**src/rtl/metro_gate_scheduler_pkg.sv**
```systemverilog
// metro_pkg
// Shared definitions for the metro gate scheduler slice:
//   - state_t        : scheduler FSM encoding, also exported to station monitoring
//   - CODE_W         : width of one lane's access code
//   - GRANT_W        : width of the exported lane index
//   - DEF_CODE_LO/HI : default inclusive window of accepted access codes
//   - code_in_window : unsigned inclusive window test used by the CHECK state
package metro_pkg;

  typedef enum logic [1:0] {
    IDLE  = 2'b00,
    CHECK = 2'b01,
    OPEN  = 2'b10,
    CLOSE = 2'b11
  } state_t;

  localparam int CODE_W  = 4;
  localparam int GRANT_W = 3;

  localparam logic [CODE_W-1:0] DEF_CODE_LO = 4'd4;
  localparam logic [CODE_W-1:0] DEF_CODE_HI = 4'd11;

  // An access code is accepted when it lies inside [lo, hi], compared unsigned.
  function automatic logic code_in_window(input logic [CODE_W-1:0] code,
                                          input logic [CODE_W-1:0] lo,
                                          input logic [CODE_W-1:0] hi);
    return (code >= lo) && (code <= hi);
  endfunction

endpackage

```
**src/rtl/metro_gate_scheduler_if.sv**
```systemverilog
// metro_gate_scheduler_if
// Bundle between the per-lane card readers / door actuators and the scheduler.
//   lane_req   : per-lane request, held by the reader until lane_ack
//   lane_code  : 4-bit access code per lane, lane k at [4k+3:4k]
//   lane_ack   : one-cycle pulse, request captured
//   lane_deny  : one-cycle pulse, code rejected
//   door_open  : door drive, at most one bit high
//   grant_idx  : lane currently or last served
//   state_out  : scheduler FSM state for station monitoring
// Modports: master = lane/reader side, slave = scheduler side.
interface metro_gate_scheduler_if #(
  parameter int NUM_LANES = 4
);
  import metro_pkg::*;

  logic [NUM_LANES-1:0]        lane_req;
  logic [CODE_W*NUM_LANES-1:0] lane_code;
  logic [NUM_LANES-1:0]        lane_ack;
  logic [NUM_LANES-1:0]        lane_deny;
  logic [NUM_LANES-1:0]        door_open;
  logic [GRANT_W-1:0]          grant_idx;
  logic [1:0]                  state_out;

  modport master (
    output lane_req, lane_code,
    input  lane_ack, lane_deny, door_open, grant_idx, state_out
  );

  modport slave (
    input  lane_req, lane_code,
    output lane_ack, lane_deny, door_open, grant_idx, state_out
  );

endinterface

```
**src/rtl/metro_gate_scheduler_rr_arbiter.sv**
```systemverilog
// metro_rr_arbiter
// Purely combinational round-robin pick among the eligible lanes.
//   req          : eligible request vector
//   ptr          : lane index where the search starts (held by the parent)
//   grant_onehot : one-hot of the chosen lane, zero when nothing is eligible
//   grant_idx    : index of the chosen lane
//   any_grant    : some lane was chosen
module metro_rr_arbiter
  import metro_pkg::*;
#(
  parameter int NUM_LANES = 4
) (
  input  logic [NUM_LANES-1:0] req,
  input  logic [GRANT_W-1:0]   ptr,
  output logic [NUM_LANES-1:0] grant_onehot,
  output logic [GRANT_W-1:0]   grant_idx,
  output logic                 any_grant
);

  // Walk the lanes starting at ptr and wrapping past the top; the first
  // requesting lane found wins, so the lane just after the last winner
  // always has the highest priority.
  always_comb begin
    int cand;
    grant_onehot = '0;
    grant_idx    = '0;
    any_grant    = 1'b0;
    cand         = 0;
    for (int i = 0; i < NUM_LANES; i++) begin
      cand = int'(ptr) + i;
      if (cand >= NUM_LANES) begin
        cand = cand - NUM_LANES;
      end
      if (!any_grant && req[cand]) begin
        any_grant          = 1'b1;
        grant_onehot[cand] = 1'b1;
        grant_idx          = GRANT_W'(cand);
      end
    end
  end

endmodule

```
**src/rtl/metro_gate_scheduler.sv**
```systemverilog
// metro_gate_scheduler
// Shares one access-code check and door timer among NUM_LANES turnstile
// lanes. A lane is picked round-robin in IDLE, its code is checked in CHECK,
// and the door is then held open for OPEN_CYCLES cycles followed by one
// CLOSE guard cycle; a rejected code returns straight to IDLE with a deny.
// Ports:
//   clk : rising-edge clock
//   rst : asynchronous active-high reset, closes any door immediately
//   bus : metro_gate_scheduler_if.slave (requests, codes, ack/deny pulses,
//         door drive, grant index and exported state)
// Optional feature: define METRO_LOCKOUT_EN to lock a lane out for
// LOCKOUT_CYCLES cycles after its third consecutive denial.
module metro_gate_scheduler
  import metro_pkg::*;
#(
  parameter int                NUM_LANES      = 4,
  parameter int                OPEN_CYCLES    = 15,
  parameter logic [CODE_W-1:0] CODE_LO        = DEF_CODE_LO,
  parameter logic [CODE_W-1:0] CODE_HI        = DEF_CODE_HI,
  parameter int                LOCKOUT_CYCLES = 64
) (
  input  logic                  clk,
  input  logic                  rst,
  metro_gate_scheduler_if.slave bus
);

  localparam int TIMER_W = $clog2(OPEN_CYCLES + 1);

  state_t                 state;
  logic [GRANT_W-1:0]     ptr;
  logic [GRANT_W-1:0]     grant_q;
  logic [NUM_LANES-1:0]   gnt_q;
  logic [NUM_LANES-1:0]   ack_q;
  logic [NUM_LANES-1:0]   deny_q;
  logic [NUM_LANES-1:0]   door_q;
  logic [CODE_W-1:0]      code_q;
  logic [TIMER_W-1:0]     timer;

  logic [NUM_LANES-1:0]   eligible;
  logic [NUM_LANES-1:0]   arb_onehot;
  logic [GRANT_W-1:0]     arb_idx;
  logic                   arb_any;
  logic [GRANT_W-1:0]     ptr_next;
  logic [CODE_W-1:0]      sel_code;
  logic                   code_ok;

  assign code_ok  = code_in_window(code_q, CODE_LO, CODE_HI);
  assign ptr_next = (arb_idx == GRANT_W'(NUM_LANES - 1)) ? '0 : arb_idx + GRANT_W'(1);

`ifdef METRO_LOCKOUT_EN
  localparam int LOCK_W = $clog2(LOCKOUT_CYCLES + 1);

  logic [1:0]           deny_cnt [NUM_LANES];
  logic [LOCK_W-1:0]    lock_tmr [NUM_LANES];
  logic [NUM_LANES-1:0] locked;

  // A lane whose lockout timer is still running is invisible to the arbiter,
  // so its held request is neither acked nor lost.
  always_comb begin
    locked = '0;
    for (int k = 0; k < NUM_LANES; k++) begin
      locked[k] = (lock_tmr[k] != '0);
    end
  end

  assign eligible = bus.lane_req & ~locked;

  // Per-lane consecutive-deny bookkeeping. The verdict for the lane under
  // CHECK is known this cycle, so counting happens on the same edge that
  // produces the deny pulse. The third deny in a row arms the lockout; the
  // counter stays at two until the lockout runs out and clears it.
  always_ff @(posedge clk or posedge rst) begin
    if (rst) begin
      for (int k = 0; k < NUM_LANES; k++) begin
        deny_cnt[k] <= '0;
        lock_tmr[k] <= '0;
      end
    end else begin
      for (int k = 0; k < NUM_LANES; k++) begin
        if (lock_tmr[k] != '0) begin
          lock_tmr[k] <= lock_tmr[k] - LOCK_W'(1);
          if (lock_tmr[k] == LOCK_W'(1)) begin
            deny_cnt[k] <= '0;
          end
        end else if (state == CHECK && gnt_q[k]) begin
          if (code_ok) begin
            deny_cnt[k] <= '0;
          end else if (deny_cnt[k] == 2'd2) begin
            lock_tmr[k] <= LOCK_W'(LOCKOUT_CYCLES);
          end else begin
            deny_cnt[k] <= deny_cnt[k] + 2'd1;
          end
        end
      end
    end
  end
`else
  logic unused_lockout;

  // Without lockout every requesting lane competes; the lockout length is
  // kept only so both builds share one parameter list.
  assign eligible       = bus.lane_req;
  assign unused_lockout = |LOCKOUT_CYCLES;
`endif

  metro_rr_arbiter #(
    .NUM_LANES (NUM_LANES)
  ) u_arb (
    .req          (eligible),
    .ptr          (ptr),
    .grant_onehot (arb_onehot),
    .grant_idx    (arb_idx),
    .any_grant    (arb_any)
  );

  // Pick out the access code of whichever lane the arbiter chose so it can be
  // latched on the grant edge.
  always_comb begin
    sel_code = '0;
    for (int k = 0; k < NUM_LANES; k++) begin
      if (arb_onehot[k]) begin
        sel_code = bus.lane_code[k*CODE_W +: CODE_W];
      end
    end
  end

  // Scheduler FSM. Every output is a register so ack/deny/door change only on
  // clock edges (or immediately on reset). ack and deny default low each
  // cycle so they come out as single-cycle pulses. The door vector is copied
  // from the one-hot grant captured in IDLE, which keeps it one-hot by
  // construction. The open timer is loaded with OPEN_CYCLES-1 and the door
  // stays up through the cycle where it reads zero, giving exactly
  // OPEN_CYCLES open cycles.
  always_ff @(posedge clk or posedge rst) begin
    if (rst) begin
      state   <= IDLE;
      ptr     <= '0;
      grant_q <= '0;
      gnt_q   <= '0;
      ack_q   <= '0;
      deny_q  <= '0;
      door_q  <= '0;
      code_q  <= '0;
      timer   <= '0;
    end else begin
      ack_q  <= '0;
      deny_q <= '0;
      case (state)
        IDLE: begin
          if (arb_any) begin
            state   <= CHECK;
            grant_q <= arb_idx;
            gnt_q   <= arb_onehot;
            code_q  <= sel_code;
            ack_q   <= arb_onehot;
            ptr     <= ptr_next;
          end
        end
        CHECK: begin
          if (code_ok) begin
            state  <= OPEN;
            timer  <= TIMER_W'(OPEN_CYCLES - 1);
            door_q <= gnt_q;
          end else begin
            state  <= IDLE;
            deny_q <= gnt_q;
          end
        end
        OPEN: begin
          if (timer == '0) begin
            state  <= CLOSE;
            door_q <= '0;
          end else begin
            timer <= timer - TIMER_W'(1);
          end
        end
        CLOSE: begin
          state <= IDLE;
        end
        default: begin
          state  <= IDLE;
          door_q <= '0;
        end
      endcase
    end
  end

  assign bus.lane_ack  = ack_q;
  assign bus.lane_deny = deny_q;
  assign bus.door_open = door_q;
  assign bus.grant_idx = grant_q;
  assign bus.state_out = state;

endmodule

```
**src/flat_wrapper.sv**
```systemverilog
// flat-port wrapper written by rule: the top's interface ports become plain ports
module metro_gate_scheduler_flat import metro_pkg::*;
#(
  parameter int                NUM_LANES      = 4,
  parameter int                OPEN_CYCLES    = 15,
  parameter logic [CODE_W-1:0] CODE_LO        = DEF_CODE_LO,
  parameter logic [CODE_W-1:0] CODE_HI        = DEF_CODE_HI,
  parameter int                LOCKOUT_CYCLES = 64
)
  (clk, rst, bus_lane_req, bus_lane_code, bus_lane_ack, bus_lane_deny, bus_door_open, bus_grant_idx, bus_state_out);
  metro_gate_scheduler_if #(.NUM_LANES(NUM_LANES)) bus_i ();
  input  logic clk;
  input  logic rst;
  input wire logic [$bits(bus_i.lane_req)-1:0] bus_lane_req;
  input wire logic [$bits(bus_i.lane_code)-1:0] bus_lane_code;
  output wire logic [$bits(bus_i.lane_ack)-1:0] bus_lane_ack;
  output wire logic [$bits(bus_i.lane_deny)-1:0] bus_lane_deny;
  output wire logic [$bits(bus_i.door_open)-1:0] bus_door_open;
  output wire logic [$bits(bus_i.grant_idx)-1:0] bus_grant_idx;
  output wire logic [$bits(bus_i.state_out)-1:0] bus_state_out;
  assign bus_i.lane_req = bus_lane_req;
  assign bus_i.lane_code = bus_lane_code;
  assign bus_lane_ack = bus_i.lane_ack;
  assign bus_lane_deny = bus_i.lane_deny;
  assign bus_door_open = bus_i.door_open;
  assign bus_grant_idx = bus_i.grant_idx;
  assign bus_state_out = bus_i.state_out;
  metro_gate_scheduler #(.NUM_LANES(NUM_LANES), .OPEN_CYCLES(OPEN_CYCLES), .CODE_LO(CODE_LO), .CODE_HI(CODE_HI), .LOCKOUT_CYCLES(LOCKOUT_CYCLES)) u_core (.clk(clk), .rst(rst), .bus(bus_i));
endmodule
```
**config.mk**
```make
export PLATFORM = sky130hd
export DESIGN_NAME = metro_gate_scheduler_flat
export DESIGN_NICKNAME = d
export VERILOG_FILES = /design/src/rtl/metro_gate_scheduler_pkg.sv /design/src/rtl/metro_gate_scheduler_if.sv /design/src/rtl/metro_gate_scheduler_rr_arbiter.sv /design/src/rtl/metro_gate_scheduler.sv /design/src/flat_wrapper.sv
export SDC_FILE = /design/constraint.sdc
export NUM_CORES = 1
export LEC_CHECK = 0
export ABC_AREA = 1
export CORE_UTILIZATION = 40
export CTS_CLUSTER_SIZE = 40
export DETAILED_ROUTE_END_ITERATION = 10
export GPL_TIMING_DRIVEN = 0
export PLACE_DENSITY_LB_ADDON = 0.2
export SLEW_MARGIN = 5
export SYNTH_ARGS = -nofsm -noshare
export SYNTH_HDL_FRONTEND = slang
export SYNTH_SLANG_ARGS = --single-unit
```
**constraint.sdc**
```tcl
create_clock -name clk -period 2.3 [get_ports clk]
set_input_delay 0.23 -clock clk [delete_from_list [all_inputs] [get_ports clk]]
set_output_delay 0.23 -clock clk [all_outputs]
set_load 0.05 [all_outputs]
```
==> results of run 1 <==
-- report_power, final --
part | internal (mW) | leakage [nW] | switching [mW]
sequential | 0.723 | 0.379 | 0.0943
combinational | 1.01 | 0.779 | 1.75
clock | 0.302 | 0.0575 | 0.196
-- layout make-up --
class                      count  area [µm²]
buffer                         2        22.5
clock buffer                   8         110
fill                         409        1960
inverter                      43         181
multi-input combinational    160         932
sequential                    30         752
tap                           52        65.1
timing repair buffer          38         364
-- sequential cells by signal (all words and copies together) (netlist names), named ones only --
signal / flops
u_core.bus.door_open: 4
u_core.bus.lane_ack: 4
u_core.bus.lane_deny: 4
u_core.gnt_q: 4
u_core.timer: 4
u_core.bus.grant_idx: 3
u_core.ptr: 3
u_core.code_q: 2
u_core.bus.state_out: 1
-- stage by stage --
| stage | utilization [%] | setup TNS (ns) | power [mW] | std cells | setup WS (ns) |
|---|---|---|---|---|---|
| 4_1_cts | 53.7 | 0 | 3.90 | 327 | 0.0216 |
| 6_report | 55.4 | 0 | 4.08 | 333 | 0.105 |
| 3_3_place_gp | 50.3 | -1.62 | 3.27 | 317 | -0.413 |
| 5_1_grt | 55.4 | -0.0251 | 4.43 | 333 | -0.0152 |
| 2_1_floorplan | - | 0 | 2.71 | 235 | 0.00542 |
| 3_5_place_dp | 50.3 | -1.87 | 3.29 | 317 | -0.417 |
-- per-layer routing --
metal  global-route usage (%)  vias to the layer above
met5                        0                        -
met4                     7.33                        0
met3                     3.78                        7
met2                     28.2                       36
li1                         -                      843
met1                     21.7                      734
-- timing repair --
action | in CTS | in global routing
setup buffers | 2 | 6
setup endpoints to repair | 13 | 12
pin swaps | 1 | 5
resized for setup | 8 | 8
endpoints found under the hold margin | 0 | 0
-- worst reg2reg max path: stages (launching register included) --
cell and delay, ns:
sky130_fd_sc_hd__dfrtp_2 0.47, sky130_fd_sc_hd__inv_6 0.12, sky130_fd_sc_hd__ha_4 0.22, sky130_fd_sc_hd__inv_4 0.07, sky130_fd_sc_hd__nand3_2 0.09, sky130_fd_sc_hd__nand2_4 0.11, sky130_fd_sc_hd__nand3_4 0.09, sky130_fd_sc_hd__nor2_4 0.14
sky130_fd_sc_hd__nand2_2 0.09, sky130_fd_sc_hd__o2111ai_1 0.11, sky130_fd_sc_hd__o21ai_2 0.11, sky130_fd_sc_hd__inv_1 0.08, sky130_fd_sc_hd__ha_2 0.18, sky130_fd_sc_hd__inv_1 0.04, sky130_fd_sc_hd__nor2_1 0.09, sky130_fd_sc_hd__o22ai_1 0.07
-- path summary, 6_finish.rpt --
kind	start	endpoint	slack (ns)	cells past startpoint
min	u_core.timer[0]$_DFFE_PP0P_	u_core.timer[0]$_DFFE_PP0P_	0.48	1
min in group asynchronous	rst	u_core.bus.grant_idx[0]$_DFFE_PP0P_	0.53	2
max reg2reg	u_core.ptr[1]$_DFFE_PP0P_	u_core.ptr[0]$_DFFE_PP0P_	0.10	15
min reg2reg	u_core.timer[0]$_DFFE_PP0P_	u_core.timer[0]$_DFFE_PP0P_	0.48	1
max in group asynchronous	rst	u_core.ptr[1]$_DFFE_PP0P_	1.04	2
max	u_core.ptr[1]$_DFFE_PP0P_	u_core.ptr[0]$_DFFE_PP0P_	0.10	15
-- Yosys cell counts (all sizes together) --
cell and n:
dfrtp 30, o22ai 2, buf 2, nand3 11, o21bai 2, a21oi 11, xor2 2, o311ai 1
o21ai 23, nor2 20, o2111ai 1, o21a 1, nand3b 1, ha 12, nand4 4, o31ai 1
nand2 65, a22oi 2, a31oi 1, inv 43
-- kinds of logic (layout without fill, tap and decap cells) --
family,Yosys count,after routing,share of synthesized area [%]
AND/OR/NAND/NOR,101,101,25.9
AO/OA/AOI/OAI,45,45,14.2
buffers and inverters,45,91,9.93
flip-flops,30,30,40.8
adder cells (fa/ha/maj),12,12,8.16
XOR/XNOR,2,2,0.953
==> results_tabular.tex, run 1 <==
\begin{tabular}{lr}
\hline
Metric & Value \\
\hline
\multicolumn{2}{l}{\textbf{Floorplan}} \\
I/O pin total & 39 \\
Vertical extent of the die & 69.8 µm \\
Standard cell core area & 4380 µm² \\
Die X-Extent & 69.8 µm \\
Die ar. & 4870 µm² \\
Starting density of the core & 42.0\% \\
Num rows & 24 \\
\multicolumn{2}{l}{\textbf{Detailed routing}} \\
DRC viols & 0 \\
Met2 wirelength from detailed routing & 1850 µm \\
DRC marker count from the first detailed-route iteration & 38 \\
DR pass1 iterations & 4 \\
Post-route ant nets & 0 \\
Via count normalized by instance count & 4.86 \\
DR vias & 1620 \\
DR top layer & met4 \\
Routed metal-1 wirelength & 1870 µm \\
Final wirelength & 3950 µm \\
WL per Instance & 11.8 µm \\
DR WL met3 & 158 µm \\
\multicolumn{2}{l}{\textbf{Setup path}} \\
Data arrival, critical path & 2.37 ns \\
Slowest CP cell & sky130\_fd\_sc\_hd\_\_dfrtp\_2 \\
Startpoint type of the worst setup path & flop \\
Critical path, cell by cell & inv\_6 -> ha\_4 -> inv\_4 -> nand3\_2 -> nand2\_4 -> nand3\_4 -> nor2\_4 -> nand2\_2 -> o2111ai\_1 -> o21ai\_2 -> inv\_1 -> ha\_2 -> inv\_1 -> nor2\_1 -> o22ai\_1 \\
Classification of the worst setup path & reg -> reg \\
Family with the most delay on the worst path & simple AND/OR/NAND/NOR gates \\
Crit-path max cell delay & 0.47 ns \\
Cell seen most often among critical-path stages & sky130\_fd\_sc\_hd\_\_inv\_1 \\
Crit path required time & 2.47 ns \\
Maximum fanout encountered on the critical timing path & 8 \\
Count of buffering cells on the critical path with inverters included & 4 \\
Category of the worst setup path capture point & flop \\
\multicolumn{2}{l}{\textbf{Timing}} \\
Post-route worst hold slack & 0.485 ns \\
Setup-failing EPs final & 0 \\
Final-report hold violation count & 0 \\
Final critical-path required period & 2.20 ns \\
Pins Over Slew Limit & 0 \\
Measured slew at the worst slew-check pin & 1.11 ns \\
Max Clock Skew & 0.00873 ns \\
Worst slew margin relative to its limit & 25.9\% \\
Maximum achievable frequency & 0.456 GHz \\
Post-route clock period utilization & 95.4\% \\
\multicolumn{2}{l}{\textbf{Yosys}} \\
Number of unique standard cell types used by synthesis & 32 \\
Synth Register Bits & 30 \\
Mean area per synthesized cell & 7.83 µm² \\
Post-synth design cell area & 1840 µm² \\
Most area-consuming cells after synthesis & sky130\_fd\_sc\_hd\_\_dfrtp\_1, sky130\_fd\_sc\_hd\_\_nand2\_1, sky130\_fd\_sc\_hd\_\_ha\_1, sky130\_fd\_sc\_hd\_\_inv\_1, sky130\_fd\_sc\_hd\_\_o21ai\_0 \\
Sequential share of the synthesized area & 40.8\% \\
Dominant cell type by area after synthesis & sky130\_fd\_sc\_hd\_\_dfrtp\_1 \\
Post-synthesis instance total & 235 \\
Number of nets produced by synthesis & 269 \\
Post-synth top area share & 40.8\% \\
Synth warn & 0 \\
\multicolumn{2}{l}{\textbf{Hold path}} \\
Worst hold path type & reg -> reg \\
\multicolumn{2}{l}{\textbf{GRT}} \\
Global route total overflow & 0 \\
First-pass GRT wire length & 6560 µm \\
Antenna violations before repair & 0 \\
Number of global-route vias before repair & 1469 \\
Total GRT Usage & 17.2\% \\
Largest net degree at the start of global routing & 31 \\
\multicolumn{2}{l}{\textbf{CTS}} \\
Clock-pin transition on the worst setup and hold timing paths & 0.07 ns \\
TritonCTS clock tree & done \\
CTS Buf Count & 5 \\
H-tree depth reported by CTS & 2 \\
Clock latency on the worst-skew pair & 0.29 ns \\
TritonCTS sink count & 30 \\
Cell at the root of the clock tree & sky130\_fd\_sc\_hd\_\_clkbuf\_8 \\
Maximum clock insertion buffer count & 2 \\
Number of hold buffers added after cts & 0 \\
\multicolumn{2}{l}{\textbf{Placement}} \\
Final estimated routing congestion in global placement & 0.822 \\
Area after DPL & 2200 µm² \\
HPWL after DPL & 2910 µm \\
Total of buffers placed on input and output ports & 30 \\
\multicolumn{2}{l}{\textbf{Layout}} \\
Fraction of layout cells with a size suffix above 1 & 15.7\% \\
Most common cell after layout, fill and taps aside & sky130\_fd\_sc\_hd\_\_nand2\_1 \\
ANT cells & 0 \\
Final non-filler cell area & 2430 µm² \\
Top library cells by usage in the layout, fill and taps aside & sky130\_fd\_sc\_hd\_\_nand2\_1, sky130\_fd\_sc\_hd\_\_inv\_1, sky130\_fd\_sc\_hd\_\_clkdlybuf4s50\_1, sky130\_fd\_sc\_hd\_\_dfrtp\_1, sky130\_fd\_sc\_hd\_\_nor2\_1 \\
Number of nets in the finished design & 314 \\
Area growth from synthesis to layout & 32.0\% \\
\multicolumn{2}{l}{\textbf{Run status}} \\
Result of the run & finished clean \\
\multicolumn{2}{l}{\textbf{Power}} \\
Leakage power & 1.22 nW \\
Power Density & 1680 nW/µm² \\
Peak VDD IR & 1100 µV \\
\multicolumn{2}{l}{\textbf{Run}} \\
Max-Cap Viols & 0 \\
\hline
\end{tabular}
Note: power is estimated with default switching activity, not from simulation.
==> inputs of run 2 (changes only) <==
--- a/config.mk
+++ b/config.mk
@@ -9,8 +9,8 @@
 export CORE_UTILIZATION = 40
 export CTS_CLUSTER_SIZE = 40
 export DETAILED_ROUTE_END_ITERATION = 10
-export GPL_TIMING_DRIVEN = 0
 export PLACE_DENSITY_LB_ADDON = 0.2
+export SKIP_CTS_REPAIR_TIMING = 1
 export SLEW_MARGIN = 5
 export SYNTH_ARGS = -nofsm -noshare
 export SYNTH_HDL_FRONTEND = slang
==> constraint.sdc (replaced) <==
create_clock -name clk -period 2 [get_ports clk]
set_input_delay 0.2 -clock clk [delete_from_list [all_inputs] [get_ports clk]]
set_output_delay 0.2 -clock clk [all_outputs]
set_load 0.05 [all_outputs]
==> run 2 against run 1 <==
- die area unchanged
- the run now ends with setup timing left
- cell count increased by 4.2%
- non-clock buffer count increased by 14
- sequential share of layout area down 2.5 points
- via count up 3.4%
- cell area is 8.7% higher
- global-route usage rose by 1.5 points
==> results_tabular.tex, run 2 (synthesized netlist as in run 1, its figures left out) <==
\begin{tabular}{lr}
\hline
Metric & Value \\
\hline
\multicolumn{2}{l}{\textbf{Layout}} \\
Count of fill cells added during filler insertion & 419 \\
ANT cells & 0 \\
Top library cells by usage in the layout, fill and taps aside & sky130\_fd\_sc\_hd\_\_nand2\_1, sky130\_fd\_sc\_hd\_\_inv\_1, sky130\_fd\_sc\_hd\_\_clkdlybuf4s50\_1, sky130\_fd\_sc\_hd\_\_dfrtp\_1, sky130\_fd\_sc\_hd\_\_buf\_4 \\
Fraction of layout cells with a size suffix above 1 & 25.8\% \\
Area growth from synthesis to layout & 43.5\% \\
Register Area & 752 µm² \\
Final core utilization & 60.2\% \\
Area used by multi-input combinational logic & 1010 µm² \\
Number of nets in the finished design & 329 \\
Most common cell after layout, fill and taps aside & sky130\_fd\_sc\_hd\_\_nand2\_1 \\
Post-Layout Cell Count & 347 \\
\multicolumn{2}{l}{\textbf{Detailed routing}} \\
DRC viols & 0 \\
WL per Instance & 12.3 µm \\
Post-route ant nets & 0 \\
DR vias & 1675 \\
DR pass1 iterations & 4 \\
DRC marker count from the first detailed-route iteration & 69 \\
Final wirelength & 4250 µm \\
Via count normalized by instance count & 4.83 \\
\multicolumn{2}{l}{\textbf{GRT}} \\
Total GRT Usage & 18.7\% \\
Global route total overflow & 0 \\
First-pass GRT wire length & 7050 µm \\
Number of global-route vias before repair & 1578 \\
Antenna violations before repair & 0 \\
Largest net degree at the start of global routing & 31 \\
\multicolumn{2}{l}{\textbf{Timing}} \\
Worst slew margin relative to its limit & 67.1\% \\
Setup repair after global routing missed its margin & yes \\
Measured slew at the worst slew-check pin & 0.492 ns \\
Maximum achievable frequency & 0.491 GHz \\
Final-report hold violation count & 0 \\
Max Clock Skew & 0.00431 ns \\
Summed negative setup slack over all endpoints & -0.0799 ns \\
Pins Over Slew Limit & 0 \\
Post-route clock period utilization & 102\% \\
Setup slack of the critical path after layout & -0.0385 ns \\
Final critical-path required period & 2.04 ns \\
Setup-failing EPs final & 3 \\
\multicolumn{2}{l}{\textbf{Floorplan}} \\
I/O pin total & 39 \\
Die X-Extent & 69.8 µm \\
Starting density of the core & 42.0\% \\
Die ar. & 4870 µm² \\
Num rows & 24 \\
Vertical extent of the die & 69.8 µm \\
Standard cell core area & 4380 µm² \\
\multicolumn{2}{l}{\textbf{Setup path}} \\
Maximum fanout encountered on the critical timing path & 4 \\
Crit path required time & 2.17 ns \\
Startpoint type of the worst setup path & flop \\
Category of the worst setup path capture point & flop \\
Data arrival, critical path & 2.20 ns \\
Classification of the worst setup path & reg -> reg \\
Setup slack of the worst register-to-register path & -0.04 ns \\
\multicolumn{2}{l}{\textbf{CTS}} \\
TritonCTS clock tree & done \\
H-tree depth reported by CTS & 2 \\
Clock-pin transition on the worst setup and hold timing paths & 0.07 ns \\
Maximum clock insertion buffer count & 2 \\
TritonCTS sink count & 30 \\
CTS Buf Count & 5 \\
Clock latency on the worst-skew pair & 0.28 ns \\
Cell at the root of the clock tree & sky130\_fd\_sc\_hd\_\_clkbuf\_8 \\
\multicolumn{2}{l}{\textbf{Placement}} \\
Total of buffers placed on input and output ports & 30 \\
Cell total after placement & 333 \\
Final estimated routing congestion in global placement & 0.862 \\
HPWL after DPL & 3130 µm \\
Worst setup timing slack at the placement stage & -0.123 ns \\
\multicolumn{2}{l}{\textbf{Run status}} \\
Result of the run & finished, violations left \\
Failing checks & setup timing \\
\multicolumn{2}{l}{\textbf{Hold path}} \\
Worst hold path type & in -> async \\
\multicolumn{2}{l}{\textbf{Run}} \\
Max-Cap Viols & 0 \\
\hline
\end{tabular}
run 2: cell types whose count changed in the layout (fill, tap and decap cells not counted), sizes merged:
cell    delta
bufinv     +1
buf       +14
inv        +2
clkbuf     -2
clkinv     -1
run 2: worst max-delay path, stage by stage, from the launching register on:
cell and delay [ns]:
sky130_fd_sc_hd__dfrtp_2 0.45, sky130_fd_sc_hd__inv_8 0.06, sky130_fd_sc_hd__ha_4 0.20, sky130_fd_sc_hd__inv_4 0.06, sky130_fd_sc_hd__nand3_4 0.07, sky130_fd_sc_hd__nand2_4 0.10
sky130_fd_sc_hd__nand3_4 0.09, sky130_fd_sc_hd__nor2_4 0.15, sky130_fd_sc_hd__nor2_2 0.07, sky130_fd_sc_hd__xor2_1 0.17, sky130_fd_sc_hd__nor2_1 0.12, sky130_fd_sc_hd__ha_2 0.27
sky130_fd_sc_hd__nand2_1 0.05, sky130_fd_sc_hd__o21ai_1 0.06
run 2: final cells by class:
cell class / instances / share of cell area, %
multi-input cells: 160 / 38.5
inverters: 43 / 6.78
clock buffers: 6 / 3.13
repair buffers: 54 / 19.2
repair inverters: 1 / 0.332
clock inverters: 1 / 1.14
flip-flops and latches: 30 / 28.5
well taps: 52 / 2.47
run 2: final timing paths:
path                                        startpoint                           end  cells after the start
setup / recovery             u_core.ptr[0]$_DFFE_PP0P_     u_core.ptr[1]$_DFFE_PP0P_                     13
hold / removal                                     rst  u_core.code_q[2]$_DFFE_PP0P_                      3
setup reg to reg             u_core.ptr[0]$_DFFE_PP0P_     u_core.ptr[1]$_DFFE_PP0P_                     13
hold reg to reg            u_core.timer[0]$_DFFE_PP0P_   u_core.timer[0]$_DFFE_PP0P_                      1
max in group asynchronous                          rst     u_core.ptr[0]$_DFFE_PP0P_                      3
min in group clk           u_core.timer[0]$_DFFE_PP0P_   u_core.timer[0]$_DFFE_PP0P_                      1
run 2: per-stage QoR:
stage / cell area (µm²) / hold slack (ns)
after floorplan: 1870 / 0.291
after global placement: 2350 / 0.468
after detailed placement: 2350 / 0.471
after CTS: 2460 / 0.298
after global routing: 2640 / 0.320
final: 2640 / 0.280
run 2: routing by layer:
metal	global-route usage, %	vias up	share of wire, %
met5	0	-	0
met4	6.67	0	1.1
met3	5.09	5	3.8
met2	31.5	33	50
met1	22.9	771	45
li1	-	866	-
Power of run 2 is not shown: default switching activity piles up to over one toggle a cycle in this logic, so the estimate is an artifact.
==> inputs of run 3 (changes only) <==
--- a/config.mk
+++ b/config.mk
@@ -7,10 +7,13 @@
 export LEC_CHECK = 0
 export ABC_AREA = 1
 export CORE_UTILIZATION = 40
+export CTS_CLUSTER_DIAMETER = 60
 export CTS_CLUSTER_SIZE = 40
 export DETAILED_ROUTE_END_ITERATION = 10
+export DONT_BUFFER_PORTS = 1
 export PLACE_DENSITY_LB_ADDON = 0.2
 export SKIP_CTS_REPAIR_TIMING = 1
+export SKIP_LAST_GASP = 1
 export SLEW_MARGIN = 5
 export SYNTH_ARGS = -nofsm -noshare
 export SYNTH_HDL_FRONTEND = slang
==> run 3 against run 2 <==
- the run still ends with setup timing left
- non-clock buffer count fell by 26
- die area did not move
- critical path depth stayed put
- setup slack worse by 0.0022 ns
- global-route usage down 0.70 points
==> results_tabular.tex, run 3 (synthesized netlist as in run 1, its figures left out) <==
\begin{tabular}{lr}
\hline
Metric & Value \\
\hline
\multicolumn{2}{l}{\textbf{Setup path}} \\
Launch point of the worst reg-to-reg path & u\_core.ptr[0]\$\_DFFE\_PP0P\_ \\
Setup slack of the worst register-to-register path & -0.04 ns \\
Startpoint type of the worst setup path & flop \\
Crit-path max cell delay & 0.45 ns \\
Category of the worst setup path capture point & flop \\
Data arrival, critical path & 2.21 ns \\
Crit path required time & 2.17 ns \\
Critical path, cell by cell & inv\_8 -> ha\_4 -> inv\_4 -> nand3\_4 -> nand2\_4 -> nand3\_4 -> nor2\_4 -> nor2\_2 -> xor2\_1 -> nor2\_1 -> ha\_2 -> nand2\_1 -> o21ai\_1 \\
Cell seen most often among critical-path stages & sky130\_fd\_sc\_hd\_\_nand3\_4 \\
Worst setup path startpoint & u\_core.ptr[0]\$\_DFFE\_PP0P\_ \\
Critical register-to-register path endpoint & u\_core.ptr[1]\$\_DFFE\_PP0P\_ \\
Slowest CP cell & sky130\_fd\_sc\_hd\_\_dfrtp\_2 \\
Maximum fanout encountered on the critical timing path & 4 \\
Logic depth of the worst register-to-register path & 13 \\
Classification of the worst setup path & reg -> reg \\
\multicolumn{2}{l}{\textbf{Floorplan}} \\
Standard cell core area & 4380 µm² \\
Num rows & 24 \\
Vertical extent of the die & 69.8 µm \\
Starting density of the core & 42.0\% \\
Die ar. & 4870 µm² \\
I/O pin total & 39 \\
Die X-Extent & 69.8 µm \\
\multicolumn{2}{l}{\textbf{Layout}} \\
Area growth from synthesis to layout & 26.9\% \\
Fraction of layout cells with a size suffix above 1 & 28.3\% \\
Most common cell after layout, fill and taps aside & sky130\_fd\_sc\_hd\_\_nand2\_1 \\
ANT cells & 0 \\
Top library cells by usage in the layout, fill and taps aside & sky130\_fd\_sc\_hd\_\_nand2\_1, sky130\_fd\_sc\_hd\_\_inv\_1, sky130\_fd\_sc\_hd\_\_dfrtp\_1, sky130\_fd\_sc\_hd\_\_buf\_4, sky130\_fd\_sc\_hd\_\_nor2\_1 \\
Number of nets in the finished design & 302 \\
\multicolumn{2}{l}{\textbf{GRT}} \\
Met2 track utilization from global routing & 31.1\% \\
Number of global-route vias before repair & 1552 \\
Layer with the highest usage & met2 \\
Global route total overflow & 0 \\
First-pass GRT wire length & 6880 µm \\
Total GRT Usage & 18.0\% \\
GR met1 Demand/Resource & 21.3\% \\
Fraction of met3 tracks used by global routing & 4.80\% \\
Largest net degree at the start of global routing & 31 \\
Antenna violations before repair & 0 \\
\multicolumn{2}{l}{\textbf{Timing}} \\
Worst slew margin relative to its limit & 68.1\% \\
Setup repair after global routing missed its margin & yes \\
Final-report hold violation count & 0 \\
Post-route worst hold slack & 0.131 ns \\
Setup-failing EPs final & 5 \\
Max Clock Skew & 0.00224 ns \\
Setup slack of the critical path after layout & -0.0407 ns \\
Maximum achievable frequency & 0.490 GHz \\
Measured slew at the worst slew-check pin & 0.478 ns \\
Post-route clock period utilization & 102\% \\
Final critical-path required period & 2.04 ns \\
Pins Over Slew Limit & 0 \\
\multicolumn{2}{l}{\textbf{Hold path}} \\
Worst hold path type & in -> reg \\
Endpoint of the worst hold path & u\_core.code\_q[2]\$\_DFFE\_PP0P\_ \\
Cells on Worst Hold Path & 4 \\
Startpoint of the most critical hold path & bus\_lane\_code[14] \\
\multicolumn{2}{l}{\textbf{Placement}} \\
Final estimated routing congestion in global placement & 0.819 \\
Total of buffers placed on input and output ports & 0 \\
HPWL after DPL & 3040 µm \\
\multicolumn{2}{l}{\textbf{CTS}} \\
CTS Buf Count & 5 \\
Cell at the root of the clock tree & sky130\_fd\_sc\_hd\_\_clkbuf\_8 \\
Clock-pin transition on the worst setup and hold timing paths & 0.06 ns \\
Maximum clock insertion buffer count & 2 \\
Clock latency on the worst-skew pair & 0.28 ns \\
TritonCTS clock tree & done \\
H-tree depth reported by CTS & 2 \\
TritonCTS sink count & 30 \\
\multicolumn{2}{l}{\textbf{Detailed routing}} \\
DRC viols & 0 \\
Via count normalized by instance count & 4.88 \\
DR pass1 iterations & 4 \\
Post-route ant nets & 0 \\
WL per Instance & 12.7 µm \\
DRC marker count from the first detailed-route iteration & 71 \\
DR vias & 1567 \\
Final wirelength & 4070 µm \\
\multicolumn{2}{l}{\textbf{Run}} \\
Max-Cap Viols & 0 \\
\multicolumn{2}{l}{\textbf{Run status}} \\
Failing checks & setup timing \\
Result of the run & finished, violations left \\
\hline
\end{tabular}
-- run 3: worst max-delay path by stage --
stage	to	slack [ns]	cells after the start
3_5_place_dp	u_core.code_q[3]$_DFFE_PP0P_	-0.08	12
3_3_place_gp	u_core.ptr[1]$_DFFE_PP0P_	-0.05	11
6_report	u_core.ptr[1]$_DFFE_PP0P_	-0.04	13
5_1_grt	u_core.ptr[1]$_DFFE_PP0P_	-0.18	13
2_1_floorplan	u_core.ptr[0]$_DFFE_PP0P_	-0.12	15
4_1_cts	u_core.code_q[3]$_DFFE_PP0P_	-0.1	12
-- run 3: worst max-delay path: cells and delay by family, from the launching register on --
kind / cells / cell delay (ns)
AND/OR/NAND/NOR: 7 / 0.58
AO/OA/AOI/OAI: 1 / 0.05
adder cells (fa/ha/maj): 2 / 0.48
XOR/XNOR: 1 / 0.23
flip-flops: 1 / 0.45
buffers and inverters: 2 / 0.13
-- run 3: stage by stage --
step	cells	util (%)	instance area, µm²	TNS [ns]	setup slack, ns
global route	321	53.2	2330	-1.45	-0.182
global placement	306	47.2	2070	-0.227	-0.0542
floorplan	235	-	1870	-0.274	-0.116
detailed placement	306	47.2	2070	-0.303	-0.0818
finish	321	53.2	2330	-0.138	-0.0407
CTS	314	50.4	2210	-0.463	-0.0978
-- run 3: per-layer routing --
| layer | part of all wire [%] | vias up |
|---|---|---|
| met5 | 0 | - |
| met4 | 1.5 | 0 |
| met3 | 3.2 | 6 |
| met2 | 50 | 31 |
| met1 | 45 | 710 |
| li1 | - | 820 |
-- run 3: final cells by class --
type	count	area [µm²]
Clock buffer	6	82.6
Fill cell	434	2050
Clock inverter	2	60.1
Tap cell	52	65.1
Inverter	43	174
Timing Repair Buffer	28	216
Sequential cell	30	752
Multi-Input combinational cell	160	983
Power of run 3 is left out for the same reason.
